**src/rtl/regfile_pkg.sv**
```systemverilog
// Shared definitions for the register file write-port arbiter:
// register file geometry, the held write request type and port indices.
package regfile_pkg;

    localparam int NREG = 13;
    localparam int AW   = 4;
    localparam int DW   = 16;

    localparam int PORT_ALU = 0;
    localparam int PORT_MEM = 1;

    typedef struct packed {
        logic [AW-1:0] addr;
        logic [DW-1:0] data;
    } wr_req_t;

endpackage

```
**src/rtl/wr_hold_slot.sv**
```systemverilog
// One-entry holding register for a writeback requester.
// Accepts a request whenever it is empty or being drained this cycle, drops
// requests that target a nonexistent register and flags them for one cycle.
module wr_hold_slot
    import regfile_pkg::*;
(
    input  logic          clk,
    input  logic          rst_n,
    input  logic          i_valid,
    input  logic [AW-1:0] i_addr,
    input  logic [DW-1:0] i_data,
    input  logic          i_grant,
    output logic          o_held,
    output wr_req_t       o_entry,
    output logic          o_ready,
    output logic          o_addr_err
);

    logic    r_held;
    logic    r_addr_err;
    wr_req_t r_entry;
    logic    w_ready;
    logic    w_accept;
    logic    w_addr_ok;
    logic    w_load;

    // Ready only looks at registered state, so it never depends on i_valid.
    assign w_ready   = ~r_held | i_grant;
    assign w_accept  = i_valid & w_ready;
    assign w_addr_ok = (32'(i_addr) < 32'(NREG));
    assign w_load    = w_accept & w_addr_ok;

    // Occupancy flag and invalid-address pulse; a refill in the granted cycle keeps the slot full.
    always_ff @(posedge clk) begin
        if (!rst_n) begin
            r_held     <= 1'b0;
            r_addr_err <= 1'b0;
        end else begin
            r_addr_err <= w_accept & ~w_addr_ok;
            if (w_load) begin
                r_held <= 1'b1;
            end else if (i_grant) begin
                r_held <= 1'b0;
            end
        end
    end

    // Entry payload; only meaningful while r_held is set, so it carries no reset.
    always_ff @(posedge clk) begin
        if (w_load) begin
            r_entry.addr <= i_addr;
            r_entry.data <= i_data;
        end
    end

    assign o_held     = r_held;
    assign o_entry    = r_entry;
    assign o_ready    = w_ready;
    assign o_addr_err = r_addr_err;

endmodule

```
**src/rtl/regfile_wr_arbiter.sv**
```systemverilog
// Shares the register file write port between ALU writeback (port 0) and
// load writeback (port 1). Each port has a one-entry slot; a round-robin
// arbiter moves one held entry per cycle into a registered write stage.
// pending_mask marks every register with a write still held or in flight.
module regfile_wr_arbiter #(
    parameter int NREG = regfile_pkg::NREG,
    parameter int DW   = regfile_pkg::DW,
    parameter int AW   = regfile_pkg::AW
) (
    input  logic            clk,
    input  logic            rst_n,
    input  logic            req0_valid,
    input  logic [AW-1:0]   req0_addr,
    input  logic [DW-1:0]   req0_data,
    output logic            req0_ready,
    input  logic            req1_valid,
    input  logic [AW-1:0]   req1_addr,
    input  logic [DW-1:0]   req1_data,
    output logic            req1_ready,
    output logic            wr_en,
    output logic [AW-1:0]   wr_addr,
    output logic [DW-1:0]   wr_data,
    output logic [NREG-1:0] pending_mask,
    output logic [1:0]      addr_err
);

    import regfile_pkg::*;

    logic    w_held0;
    logic    w_held1;
    wr_req_t w_entry0;
    wr_req_t w_entry1;
    logic    w_grant0;
    logic    w_grant1;
    logic    w_err0;
    logic    w_err1;

    logic          r_last_grant;
    logic          r_wr_en;
    logic [AW-1:0] r_wr_addr;
    logic [DW-1:0] r_wr_data;

    wr_hold_slot u_slot_alu (
        .clk        (clk),
        .rst_n      (rst_n),
        .i_valid    (req0_valid),
        .i_addr     (req0_addr),
        .i_data     (req0_data),
        .i_grant    (w_grant0),
        .o_held     (w_held0),
        .o_entry    (w_entry0),
        .o_ready    (req0_ready),
        .o_addr_err (w_err0)
    );

    wr_hold_slot u_slot_mem (
        .clk        (clk),
        .rst_n      (rst_n),
        .i_valid    (req1_valid),
        .i_addr     (req1_addr),
        .i_data     (req1_data),
        .i_grant    (w_grant1),
        .o_held     (w_held1),
        .o_entry    (w_entry1),
        .o_ready    (req1_ready),
        .o_addr_err (w_err1)
    );

    // Round-robin: under contention the port that did not win last time goes next.
    always_comb begin
        w_grant0 = w_held0 & (~w_held1 | r_last_grant);
        w_grant1 = w_held1 & (~w_held0 | ~r_last_grant);
    end

    // Remember the most recent winner; reset favours port 0 for the first contention.
    always_ff @(posedge clk) begin
        if (!rst_n) begin
            r_last_grant <= 1'b1;
        end else if (w_grant0) begin
            r_last_grant <= 1'b0;
        end else if (w_grant1) begin
            r_last_grant <= 1'b1;
        end
    end

    // Registered write stage; address/data hold their last value on idle cycles.
    always_ff @(posedge clk) begin
        if (!rst_n) begin
            r_wr_en   <= 1'b0;
            r_wr_addr <= '0;
            r_wr_data <= '0;
        end else begin
            r_wr_en <= w_grant0 | w_grant1;
            if (w_grant0) begin
                r_wr_addr <= w_entry0.addr;
                r_wr_data <= w_entry0.data;
            end else if (w_grant1) begin
                r_wr_addr <= w_entry1.addr;
                r_wr_data <= w_entry1.data;
            end
        end
    end

    // Pending writes: both holding slots plus the write currently presented to the file.
    always_comb begin
        pending_mask = '0;
        for (int i = 0; i < NREG; i++) begin
            pending_mask[i] = (w_held0 && (w_entry0.addr == AW'(i))) ||
                              (w_held1 && (w_entry1.addr == AW'(i))) ||
                              (r_wr_en && (r_wr_addr == AW'(i)));
        end
    end

    assign wr_en    = r_wr_en;
    assign wr_addr  = r_wr_addr;
    assign wr_data  = r_wr_data;

    always_comb begin
        addr_err           = 2'b00;
        addr_err[PORT_ALU] = w_err0;
        addr_err[PORT_MEM] = w_err1;
    end

endmodule

```
**config.mk**
```make
export PLATFORM = sky130hd
export DESIGN_NAME = regfile_wr_arbiter
export DESIGN_NICKNAME = d
export VERILOG_FILES = /design/src/rtl/regfile_pkg.sv /design/src/rtl/wr_hold_slot.sv /design/src/rtl/regfile_wr_arbiter.sv
export SDC_FILE = /design/constraint.sdc
export NUM_CORES = 1
export LEC_CHECK = 0
export ABC_CLOCK_PERIOD_IN_PS = 3600
export CORE_MARGIN = 2
export CORE_UTILIZATION = 50
export DETAILED_ROUTE_END_ITERATION = 7
export PLACE_DENSITY = 0.89
export SYNTH_ARGS = -nofsm -noshare
export SYNTH_HDL_FRONTEND = slang
export SYNTH_HIERARCHICAL = 1
export SYNTH_SLANG_ARGS = --single-unit
```
**constraint.sdc**
```tcl
create_clock -name clk -period 3.6 [get_ports clk]
set_input_delay 0.36 -clock clk [delete_from_list [all_inputs] [get_ports clk]]
set_output_delay 0.36 -clock clk [all_outputs]
set_load 0.01 [all_outputs]
```
Word-level counts from Yosys, hierarchy flattened
Index checks and enable logic that the tools add are counted.
Storage, ports and cells
  logic and storage cells: 149
  register bits after elaboration: 66
  output and inout port bits: 38
Cells by class
  multiplexer cells: 10
  order comparisons: 2
  equal/unequal tests: 36
  bitwise logic cells: 18
  reduce and logical (&&, ||, !) cells: 71
Operators by type and width (count)
  equality test 4 bit (second input constant): 15
  equality test 4 x 3 -> 1 bit (second input constant): 12
  logical AND 1 bit: 39
  2-to-1 mux 16 bit: 2
  logical OR 1 bit: 26
  equality test 4 x 2 -> 1 bit (second input constant): 6
  equality test 4 x 1 -> 1 bit (second input constant): 3
  logical NOT 4 bit: 3
  bitwise AND 1 bit: 8
  < comparator 4 bit (second input constant): 2
  2-to-1 mux 4 bit: 2
  2-to-1 mux 1 bit: 6
  nonzero test 2 bit: 3
  inverter 1 bit: 5
  bitwise OR 1 bit: 5

Depth between registers and ports, before layout
Gate-level depths: netlist (run 1).
  depth after elaboration: 7
  gate-level depth with buffers: 5
  gate-level depth less buffers: 5

Modules after synthesis
Netlist (run 1), hierarchy kept.
By module, submodules not included
  wr_hold_slot: cells an instance 29, instances 2, seq. area each 640.6 sq um, area an instance 701.9 sq um
  regfile_wr_arbiter: cells an instance 144, instances 1, seq. area each 440.4 sq um, area an instance 1283.7 sq um

Least setup slack after synthesis (run 1)
OpenSTA, ideal clock, no wires.
  path kind: register to register
  from: register u_slot_mem.r_held (netlist: u_slot_mem/o_held)
  to: register u_slot_mem.r_entry, in the netlist u_slot_mem/o_entry[0], enable pin
  library setup time: 0.394 ns
  setup slack: 1.437 ns
  data arrival time: 1.769 ns
  data required time: 3.206 ns
  stages on the path, launching flop included: 5
  path through: dfxtp_1 clkbuf_1 and2_1 nor2b_4 nor3b_2
Between the ends
  word-level cells in the longest chain between the ends: 4
  elaborated cells on any way between the ends: 5
  those cells by class: 5 x bitwise
Ends and longest elaborated chain
  start: declaration: RTL line wr_hold_slot.sv:19  | logic r_held;
  start signal: assignment: RTL line wr_hold_slot.sv:36  | r_held <= 1'b0;
  start signal: assignment: RTL line wr_hold_slot.sv:41  | r_held <= 1'b1;
  start signal: assignment: RTL line wr_hold_slot.sv:43  | r_held <= 1'b0;
  bitwise AND 1 bit: RTL line regfile_wr_arbiter.sv:72  | w_grant1 = w_held1 & (~w_held0 | ~r_last_grant);
  via w_grant1: RTL line regfile_wr_arbiter.sv:34  | logic w_grant1;
  bitwise OR 1 bit: RTL line wr_hold_slot.sv:28  | assign w_ready = ~r_held | i_grant;
  bitwise AND 1 bit: RTL line wr_hold_slot.sv:29  | assign w_accept = i_valid & w_ready;
  bitwise AND 1 bit: RTL line wr_hold_slot.sv:31  | assign w_load = w_accept & w_addr_ok;
  via u_slot_mem.w_load: RTL line wr_hold_slot.sv:25  | logic w_load;
  end: declaration: RTL line wr_hold_slot.sv:21  | wr_req_t r_entry;
The timed path passes the listed nets, and every way through them passes these cells.
A chain may end at the register's enable or synchronous reset.

Worst setup path in the final report (run 1)
  from: register u_slot_mem.r_held (netlist: u_slot_mem/o_held)
  to: output port pending_mask[8]
Between the ends
  word-level cells in the longest chain between the ends: 3
Ends and longest elaborated chain
  logical AND 1 bit: RTL line regfile_wr_arbiter.sv:109  | (w_held1 && (w_entry1.addr == AW'(i))) ||
  logical OR 1 bit: RTL line regfile_wr_arbiter.sv:108  | pending_mask[i] = (w_held0 && (w_entry0.addr == AW'(i))) ||
  logical OR 1 bit: RTL line regfile_wr_arbiter.sv:109
  end: declaration: RTL line regfile_wr_arbiter.sv:23  | output logic [NREG-1:0] pending_mask,
No other way between the ends.

==> results of run 1 <==
==> cell usage in the layout (no fill, tap or decap), types with 3 or more instances in the layout <==
cell and count:
nor3b_4 3, nor2b_1 5, inv_1 7, and2_1 21, clkdlybuf4s50_1 81, clkbuf_8 9, a22oi_1 4, a32oi_1 3
nor3b_1 3, and3b_1 5, a221o_1 19, nor2_1 4, nand2_1 17, nand3_1 8, nand4_1 5, edfxtp_1 40
dfxtp_1 26
==> through the flow <==
stage | std cells | area [um^2]
5_1_grt | 360 | 3720
3_3_place_gp | 345 | 3540
2_1_floorplan | 202 | 2690
3_5_place_dp | 345 | 3540
6_report | 360 | 3720
4_1_cts | 360 | 3720
==> cell families (layout without fill, tap and decap cells) <==
logic type / count (synthesis) / in the layout / share of synthesized area (%)
AOI/OAI and AO/OA: 38 / 38 / 12.8
buffers and inverters: 16 / 104 / 3.58
DFF: 66 / 66 / 64.1
muxes: 1 / 1 / 0.419
and+or+nand+nor: 81 / 81 / 19.1
==> final cells by class <==
type                    count  area (um^2)
repair buffers             82          818
multi-input cells         120          882
flip-flops and latches     66         1720
clock inverters             5         56.3
well taps                  70         87.6
clock buffers              10          128
fillers                   379         1420
inverters                   7         26.3
==> worst paths after layout <==
check                           cells past startpoint                     end
worst min register to register                      1              wr_data[7]
worst max-delay path                                4         pending_mask[8]
worst min-delay path                                1              wr_data[7]
worst max register to register                      3  u_slot_alu/o_entry[16]
==> sequential cells by signal (all words and copies together) (netlist names) <==
name and cells:
u_slot_alu/o_entry 20, u_slot_mem/o_entry 20, wr_data 16, wr_addr 4, r_last_grant 1, u_slot_alu/o_addr_err 1
u_slot_alu/o_held 1, u_slot_mem/o_addr_err 1, u_slot_mem/o_held 1, wr_en 1
==> per-layer routing <==
metal	global-route usage (%)	share of wire, %
met5	0	0
met4	10.9	1.9
met3	4.47	5.6
met2	37.5	51
met1	28.6	41
==> power by group <==
part | switching (uW) | total, uW | internal, uW
Sequential | 51.0 | 923 | 872
Clock | 264 | 579 | 315
Combinational | 117 | 273 | 156
==> critical path, cell delays in order (launching register included) <==
cell and delay [ns]:
dfxtp_1 0.67, nor3b_1 0.40, a32oi_1 0.15, o31ai_1 0.08, clkdlybuf4s50_1 0.58
==> results.py, run 1 <==
metrics = {
    "setup_path": {
        "start_kind": "flop",
        "crit_start": "u_slot_mem/o_held",
        "critPathRequiredTime_ns": 3.24,
        "crit_arrival_ns": 2.21,
        "path_max_fanout": 15,
        "r2r_slack_ns": 1.45,
        "critical_path_class": "flop to output port",
        "end_kind": "output port",
        "reg2reg_from": "u_slot_alu/o_held",
    },
    "placed_design": {
        "io_buffers": 81,
        "hpwl_um": 4480,
        "gp_congestion": 0.892,
        "dpl_worst_slack_ns": 1.18,
    },
    "floorplanning": {
        "dieArea_um2": 5980,
        "io_pins": 82,
        "die_width_um": 77.3,
        "die_h_um": 77.3,
        "initial_core_util_pct": 52.3,
        "core-area_um2": 5140,
        "row_count": 26,
    },
    "synthesis": {
        "syn_avg_cell_area_um2": 13.3,
        "yosysMostFrequentCell": "edfxtp_1",
        "synthArstFlopShare_pct": 0,
        "synth-seq-cells": 66,
        "synth_area_um2": 2690,
        "synth_area_leaders": "edfxtp_1 (45%), dfxtp_1 (19%), a221o_1 (7.1%), and2_1 (4.9%), nand2_1 (2.4%)",
        "yosys_warnings": 6,
        "synth_nets": 246,
        "synth-edff-count": 40,
        "synth_top_area_cell": "edfxtp_1",
        "netlist.area_leader.share_pct": 44.7,
        "yosysSeqAreaShare_pct": 64.1,
        "yosysUniqueCellTypes": 38,
        "ys_top_cells_by_count": "edfxtp_1 (40), dfxtp_1 (26), and2_1 (21), a221o_1 (19), nand2_1 (17)",
        "ys.flop_type": "edfxtp_1",
        "syn_inst": 202,
    },
    "sta": {
        "finalHoldViolCount": 0,
        "slew_headroom_pct": 31.5,
        "grt_setup_unrepaired": "false",
        "timing.hold.ws_ns": 0.468,
        "slew_viol_final": 0,
        "finalCritPeriodShare_pct": 71.4,
        "clock_skew_ns": 0.00684,
        "report.final.setup_viol": 0,
        "fin_ws_ns": 1.03,
        "period_minus_slack_ns": 2.57,
        "worstMarginPinSlew_ns": 1.03,
        "max_freq_ghz": 0.389,
        "setup_tns_ns": 0,
    },
    "cts": {
        "clk_pin_slew_ns": 0.07,
        "clock_path_buffers": 2,
        "postCtsHoldBufs": 0,
        "clock_latency_ns": 0.33,
        "htree_levels": 3,
        "numCtsBuffers": 9,
        "cts_resized": 0,
        "cts_setup_buffers": 0,
        "cts.sinks": 66,
        "cts_tree": "yes",
        "cts_root_buffer": "clkbuf_8",
    },
    "routing": {
        "drtPass1Iterations": 4,
        "drt-total-wl_um": 6480,
        "drc": 0,
        "antenna_left": 0,
        "via_per_inst": 5.72,
        "wl_per_cell_um": 18.0,
        "drt_first_iter_violations": 270,
        "vias": 2058,
    },
    "global_route": {
        "grt.total_usage_pct": 22.7,
        "grt_pass1_wl_um": 10400,
        "grt_pass1_vias": 2063,
        "gr-total-overflow": 0,
        "grt_max_degree": 21,
        "antenna_found_initial": 0,
    },
    "pwr": {
        "power_uw": 1780,
        "ir_drop_uv": 339,
        "power_density_nw_per_um2": 477,
        "leakagePower_uw": 0.00139,
    },
    "job": {
        "cap_violations": 0,
    },
    "cells_and_area": {
        "area_delta_synth_final_pct": 38.4,
        "fin_util_pct": 72.4,
        "fin_nets": 330,
        "diodes": 0,
        "drive_gt1_share_pct": 7.24,
    },
    "min_path": {
        "hp-start": "u_slot_alu/o_entry[7]",
        "worstHoldPathType": "flop to flop",
    },
    "run_status": {
        "outcome": "finished clean",
    },
}
No activity file was read; power rests on OpenSTA's default activity.
==> run 2, diff against run 1 <==
--- a/config.mk
+++ b/config.mk
@@ -5,11 +5,11 @@
 export SDC_FILE = /design/constraint.sdc
 export NUM_CORES = 1
 export LEC_CHECK = 0
-export ABC_CLOCK_PERIOD_IN_PS = 3600
+export ABC_CLOCK_PERIOD_IN_PS = 2300
 export CORE_MARGIN = 2
-export CORE_UTILIZATION = 50
+export CORE_UTILIZATION = 42
 export DETAILED_ROUTE_END_ITERATION = 7
-export PLACE_DENSITY = 0.89
+export PLACE_DENSITY = 0.8
 export SYNTH_ARGS = -nofsm -noshare
 export SYNTH_HDL_FRONTEND = slang
 export SYNTH_HIERARCHICAL = 1
==> constraint.sdc (replaced) <==
create_clock -name clk -period 2.3 [get_ports clk]
set_input_delay 0.23 -clock clk [delete_from_list [all_inputs] [get_ports clk]]
set_output_delay 0.23 -clock clk [all_outputs]
set_load 0.01 [all_outputs]
==> results.py, run 2 (same netlist as run 1, synthesis figures left out) <==
metrics = {
    "min_path": {
        "hold_path_end": "u_slot_mem/o_entry[14]",
        "hp-start": "req1_data[14]",
        "hold_path_depth": 1,
        "worstHoldPathType": "input pin to flop",
    },
    "job": {
        "cap_violations": 0,
    },
    "routing": {
        "drt-total-wl_um": 6430,
        "drt_first_iter_violations": 187,
        "drc": 0,
        "wl_per_cell_um": 17.2,
        "via_per_inst": 5.45,
        "vias": 2040,
        "drtPass1Iterations": 4,
        "antenna_left": 0,
    },
    "sta": {
        "clock_skew_ns": 0.0118,
        "finalHoldViolCount": 0,
        "setup_tns_ns": 0,
        "slew_viol_final": 0,
        "period_minus_slack_ns": 2.21,
        "grt_setup_unrepaired": "false",
        "worstMarginPinSlew_ns": 0.794,
        "max_freq_ghz": 0.452,
        "finalCritPeriodShare_pct": 96.2,
        "report.final.setup_viol": 0,
        "fin_ws_ns": 0.0873,
        "slew_headroom_pct": 47.0,
    },
    "cts": {
        "htree_levels": 3,
        "postCtsHoldBufs": 0,
        "cts_tree": "yes",
        "clock_latency_ns": 0.33,
        "numCtsBuffers": 9,
        "clock_path_buffers": 2,
        "cts.sinks": 66,
        "cts_root_buffer": "clkbuf_8",
        "clk_pin_slew_ns": 0.07,
    },
    "setup_path": {
        "path_max_fanout": 7,
        "critPathRequiredTime_ns": 2.07,
        "crit_buf_inv": 1,
        "end_kind": "output port",
        "r2r_cells": 5,
        "start_kind": "flop",
        "reg2reg_from": "u_slot_alu/o_held",
        "slowest_delay_ns": 0.54,
        "cp_cell_sequence": "nor2_1 > nand4_1 > nand3_1 > clkdlybuf4s50_1",
        "r2r_slack_ns": 0.70,
        "slowest_stage": "clkdlybuf4s50_1",
        "reg2reg_to": "u_slot_mem/o_entry[13]",
        "crit_family": "simple AND/OR/NAND/NOR gates",
        "crit_arrival_ns": 1.98,
        "critical_path_class": "flop to output port",
    },
    "global_route": {
        "gr-total-overflow": 0,
        "grt_max_degree": 21,
        "grt.total_usage_pct": 19.2,
        "antenna_found_initial": 0,
        "grt_pass1_wl_um": 10500,
        "grt_pass1_vias": 2048,
    },
    "placed_design": {
        "io_buffers": 81,
        "dpl_worst_slack_ns": 0.368,
        "gp_congestion": 1.03,
        "hpwl_um": 4470,
    },
    "pwr": {
        "leakagePower_uw": 0.00144,
        "power_density_nw_per_um2": 738,
        "power_uw": 2810,
        "ir_drop_uv": 458,
    },
    "floorplanning": {
        "die_width_um": 84.0,
        "dieArea_um2": 7060,
        "row_count": 29,
        "initial_core_util_pct": 42.8,
        "core-area_um2": 6280,
        "io_pins": 82,
        "die_h_um": 84.0,
    },
    "cells_and_area": {
        "diodes": 0,
        "final_common_cell": "clkdlybuf4s50_1",
        "area_delta_synth_final_pct": 41.7,
        "mostFrequentLayoutCells": "clkdlybuf4s50_1 (81), edfxtp_1 (40), dfxtp_1 (24)",
        "fin_nets": 336,
        "drive_gt1_share_pct": 12.1,
    },
    "run_status": {
        "outcome": "finished clean",
    },
}
==> run 2: per-layer routing <==
metal | track usage (%) | wire length (um) | up-vias
met1 | 22.9 | 2500 | 975
met4 | 10.1 | 191 | 0
met2 | 32.7 | 3370 | 92
li1 | - | - | 958
met5 | 0 | 0 | -
met3 | 3.56 | 365 | 15
==> run 2: how the worst max path moves through the flow <==
stage,startpoint,end,slack [ns],depth (start not counted)
finish,u_slot_alu/o_entry[18],pending_mask[9],0.09,4
global route,u_slot_mem/o_entry[18],pending_mask[8],0.02,4
CTS,u_slot_mem/o_held,pending_mask[8],0.0006,4
detailed placement,rst_n,wr_data[2],0.37,3
global placement,u_slot_alu/o_entry[19],pending_mask[6],0.40,4
floorplan,u_slot_mem/o_held,u_slot_mem/o_entry[0],0.14,4
==> run 2: final cells by class <==
class | instances | area [um^2]
fill | 513 | 2470
tap | 77 | 96.3
clock buffer | 9 | 124
timing repair buffer | 88 | 863
multi-input combinational | 120 | 906
clock inverter | 7 | 67.6
sequential | 66 | 1720
inverter | 7 | 26.3
==> run 2: through the flow <==
step	area [um^2]	hold slack (ns)	instances	util, %
detailed placement	3570	0.458	356	56.9
floorplan	2690	0.292	202	-
finish	3810	0.446	374	60.7
global route	3810	0.434	374	60.7
global placement	3570	0.449	356	56.9
CTS	3770	0.430	372	60.0
==> run 2: worst reg2reg max path, stage by stage (launching register included) <==
cell	delay [ns]
dfxtp_2	0.37
nand2_1	0.15
and2_1	0.19
nor2b_4	0.07
nor3b_4	0.18
buf_4	0.32
==> run 2: timing repair <==
action / in CTS / in global routing
endpoints found under the setup margin: 0 / 13
setup buffers: 0 / 2
resized for setup: 0 / 7
hold endpoints to repair: 0 / 0
==> run 2: power by group <==
group	internal [uW]	leakage, uW	switching (uW)
Clock	498	0.000103	431
Sequential	1370	0.000595	71.7
Combinational	256	0.000741	190
Total	2120	0.00144	692
==> run 3, diff against run 2 <==
--- a/config.mk
+++ b/config.mk
@@ -5,11 +5,12 @@
 export SDC_FILE = /design/constraint.sdc
 export NUM_CORES = 1
 export LEC_CHECK = 0
-export ABC_CLOCK_PERIOD_IN_PS = 2300
+export ABC_CLOCK_PERIOD_IN_PS = 2050
 export CORE_MARGIN = 2
-export CORE_UTILIZATION = 42
+export CORE_UTILIZATION = 46
 export DETAILED_ROUTE_END_ITERATION = 7
-export PLACE_DENSITY = 0.8
+export GPL_TIMING_DRIVEN = 0
+export PLACE_DENSITY = 0.83
 export SYNTH_ARGS = -nofsm -noshare
 export SYNTH_HDL_FRONTEND = slang
 export SYNTH_HIERARCHICAL = 1
==> constraint.sdc (replaced) <==
create_clock -name clk -period 2.05 [get_ports clk]
set_input_delay 0.205 -clock clk [delete_from_list [all_inputs] [get_ports clk]]
set_output_delay 0.205 -clock clk [all_outputs]
set_load 0.01 [all_outputs]
==> results.py, run 3 (same netlist as run 1, synthesis figures left out) <==
metrics = {
    "run_status": {
        "outcome": "finished clean",
    },
    "sta": {
        "finalHoldViolCount": 0,
        "max_freq_ghz": 0.495,
        "fin_ws_ns": 0.0296,
        "setup_tns_ns": 0,
        "slew_viol_final": 0,
        "slew_headroom_pct": 54.3,
        "finalCritPeriodShare_pct": 98.6,
        "period_minus_slack_ns": 2.02,
        "grt_setup_unrepaired": "true",
        "report.final.setup_viol": 0,
        "timing.hold.ws_ns": 0.425,
        "clock_skew_ns": 0.00757,
        "worstMarginPinSlew_ns": 0.685,
    },
    "cells_and_area": {
        "area_delta_synth_final_pct": 51.1,
        "fin_nets": 356,
        "diodes": 0,
        "final_common_cell": "clkdlybuf4s50_1",
        "final_cell_area_um2": 4060,
        "mostFrequentLayoutCells": "clkdlybuf4s50_1 (69), edfxtp_1 (40), dfxtp_1 (25)",
        "drive_gt1_share_pct": 18.6,
    },
    "routing": {
        "dr_wl_met3_um": 431,
        "drt-total-wl_um": 7130,
        "maxUsedRoutingLayer": "met4",
        "antenna_left": 0,
        "vias": 2260,
        "wl_met2_um": 3650,
        "drc": 0,
        "met1_length_um": 2810,
        "wl_per_cell_um": 18.3,
        "drtPass1Iterations": 5,
        "drt_first_iter_violations": 306,
        "via_per_inst": 5.81,
    },
    "min_path": {
        "hp-start": "req0_data[9]",
        "hold_path_end": "u_slot_alu/o_entry[9]",
        "worstHoldPathType": "input pin to flop",
        "hold_path_depth": 1,
    },
    "setup_path": {
        "critical_path_class": "flop to output port",
        "crit_arrival_ns": 1.82,
        "start_kind": "flop",
        "r2r_slack_ns": 0.25,
        "path_max_fanout": 10,
        "reg2reg_from": "u_slot_mem/o_held",
        "critPathRequiredTime_ns": 1.85,
        "reg2reg_to": "u_slot_mem/o_entry[12]",
        "end_kind": "output port",
        "r2r_cells": 5,
    },
    "global_route": {
        "grt.total_usage_pct": 22.1,
        "gr-total-overflow": 0,
        "antenna_found_initial": 0,
        "grt_pass1_wl_um": 10400,
        "grt_max_degree": 14,
        "grt_pass1_vias": 2027,
    },
    "cts": {
        "clock_path_buffers": 2,
        "cts_root_buffer": "clkbuf_8",
        "cts.sinks": 66,
        "clock_latency_ns": 0.33,
        "numCtsBuffers": 9,
        "clk_pin_slew_ns": 0.07,
        "cts_tree": "yes",
        "htree_levels": 3,
    },
    "floorplanning": {
        "die_h_um": 80.4,
        "io_pins": 82,
        "dieArea_um2": 6470,
        "core-area_um2": 5570,
        "row_count": 27,
        "die_width_um": 80.4,
        "initial_core_util_pct": 48.2,
    },
    "placed_design": {
        "gp_congestion": 0.886,
        "dpl_cell_area_um2": 3620,
        "dpl_worst_slack_ns": -0.378,
        "io_buffers": 81,
        "hpwl_um": 4380,
    },
    "pwr": {
        "power_density_nw_per_um2": 849,
        "ir_drop_uv": 584,
        "leakagePower_uw": 0.00169,
        "power_uw": 3450,
    },
    "job": {
        "cap_violations": 0,
    },
}
==> run 3: report_power, final <==
part	internal (uW)	total [uW]	switching, uW
clock network	811	1260	452
logic	325	570	245
registers	1530	1610	82.0
total	2670	3450	779
==> run 3: area by class of cell <==
class	count	area (um^2)
buffer	9	86.3
clock buffer	13	139
clock inverter	3	90.1
fill	377	1510
inverter	7	26.3
multi-input combinational	121	953
sequential	66	1730
tap	72	90.1
timing repair buffer	98	950
==> run 3: worst max-delay path, cell delays in order (launching register included) <==
cell and delay, ns:
dfxtp_1 0.40, buf_6 0.17, nor3b_4 0.26, nand2_1 0.08
nand2_1 0.06, clkdlybuf4s50_1 0.53
==> run 3: what timing repair did <==
action	in CTS	in global routing
endpoints found under the setup margin	34	7
resized for setup	24	11
pin swaps	2	1
buffers inserted	8	8
hold buffers	0	0
cloned	1	0
==> run 3: routing by layer <==
layer | vias up | global-route usage [%]
met5 | - | 0
met4 | 0 | 11.4
met3 | 34 | 4.16
met2 | 137 | 37.1
met1 | 1084 | 27.1
li1 | 1005 | -
==> run 3: metrics by stage <==
stage | utilization, % | std cells
after floorplan | - | 202
after global placement | 64.5 | 355
after detailed placement | 64.9 | 356
after CTS | 71.1 | 381
after global routing | 72.8 | 389
final | 72.8 | 389
==> run 3: worst max-delay path by stage <==
stage | start | to | slack [ns] | cells after the start
2_1_floorplan | u_slot_alu/o_held | u_slot_alu/o_entry[0] | 0.05 | 4
3_3_place_gp | req0_addr[0] | u_slot_alu/o_entry[2] | -0.57 | 3
3_5_place_dp | u_slot_mem/o_held | u_slot_mem/o_entry[2] | -0.38 | 4
4_1_cts | u_slot_alu/o_entry[16] | pending_mask[12] | 0.0002 | 4
5_1_grt | wr_addr[1] | pending_mask[2] | -0.06 | 4
6_report | u_slot_alu/o_held | pending_mask[2] | 0.03 | 5
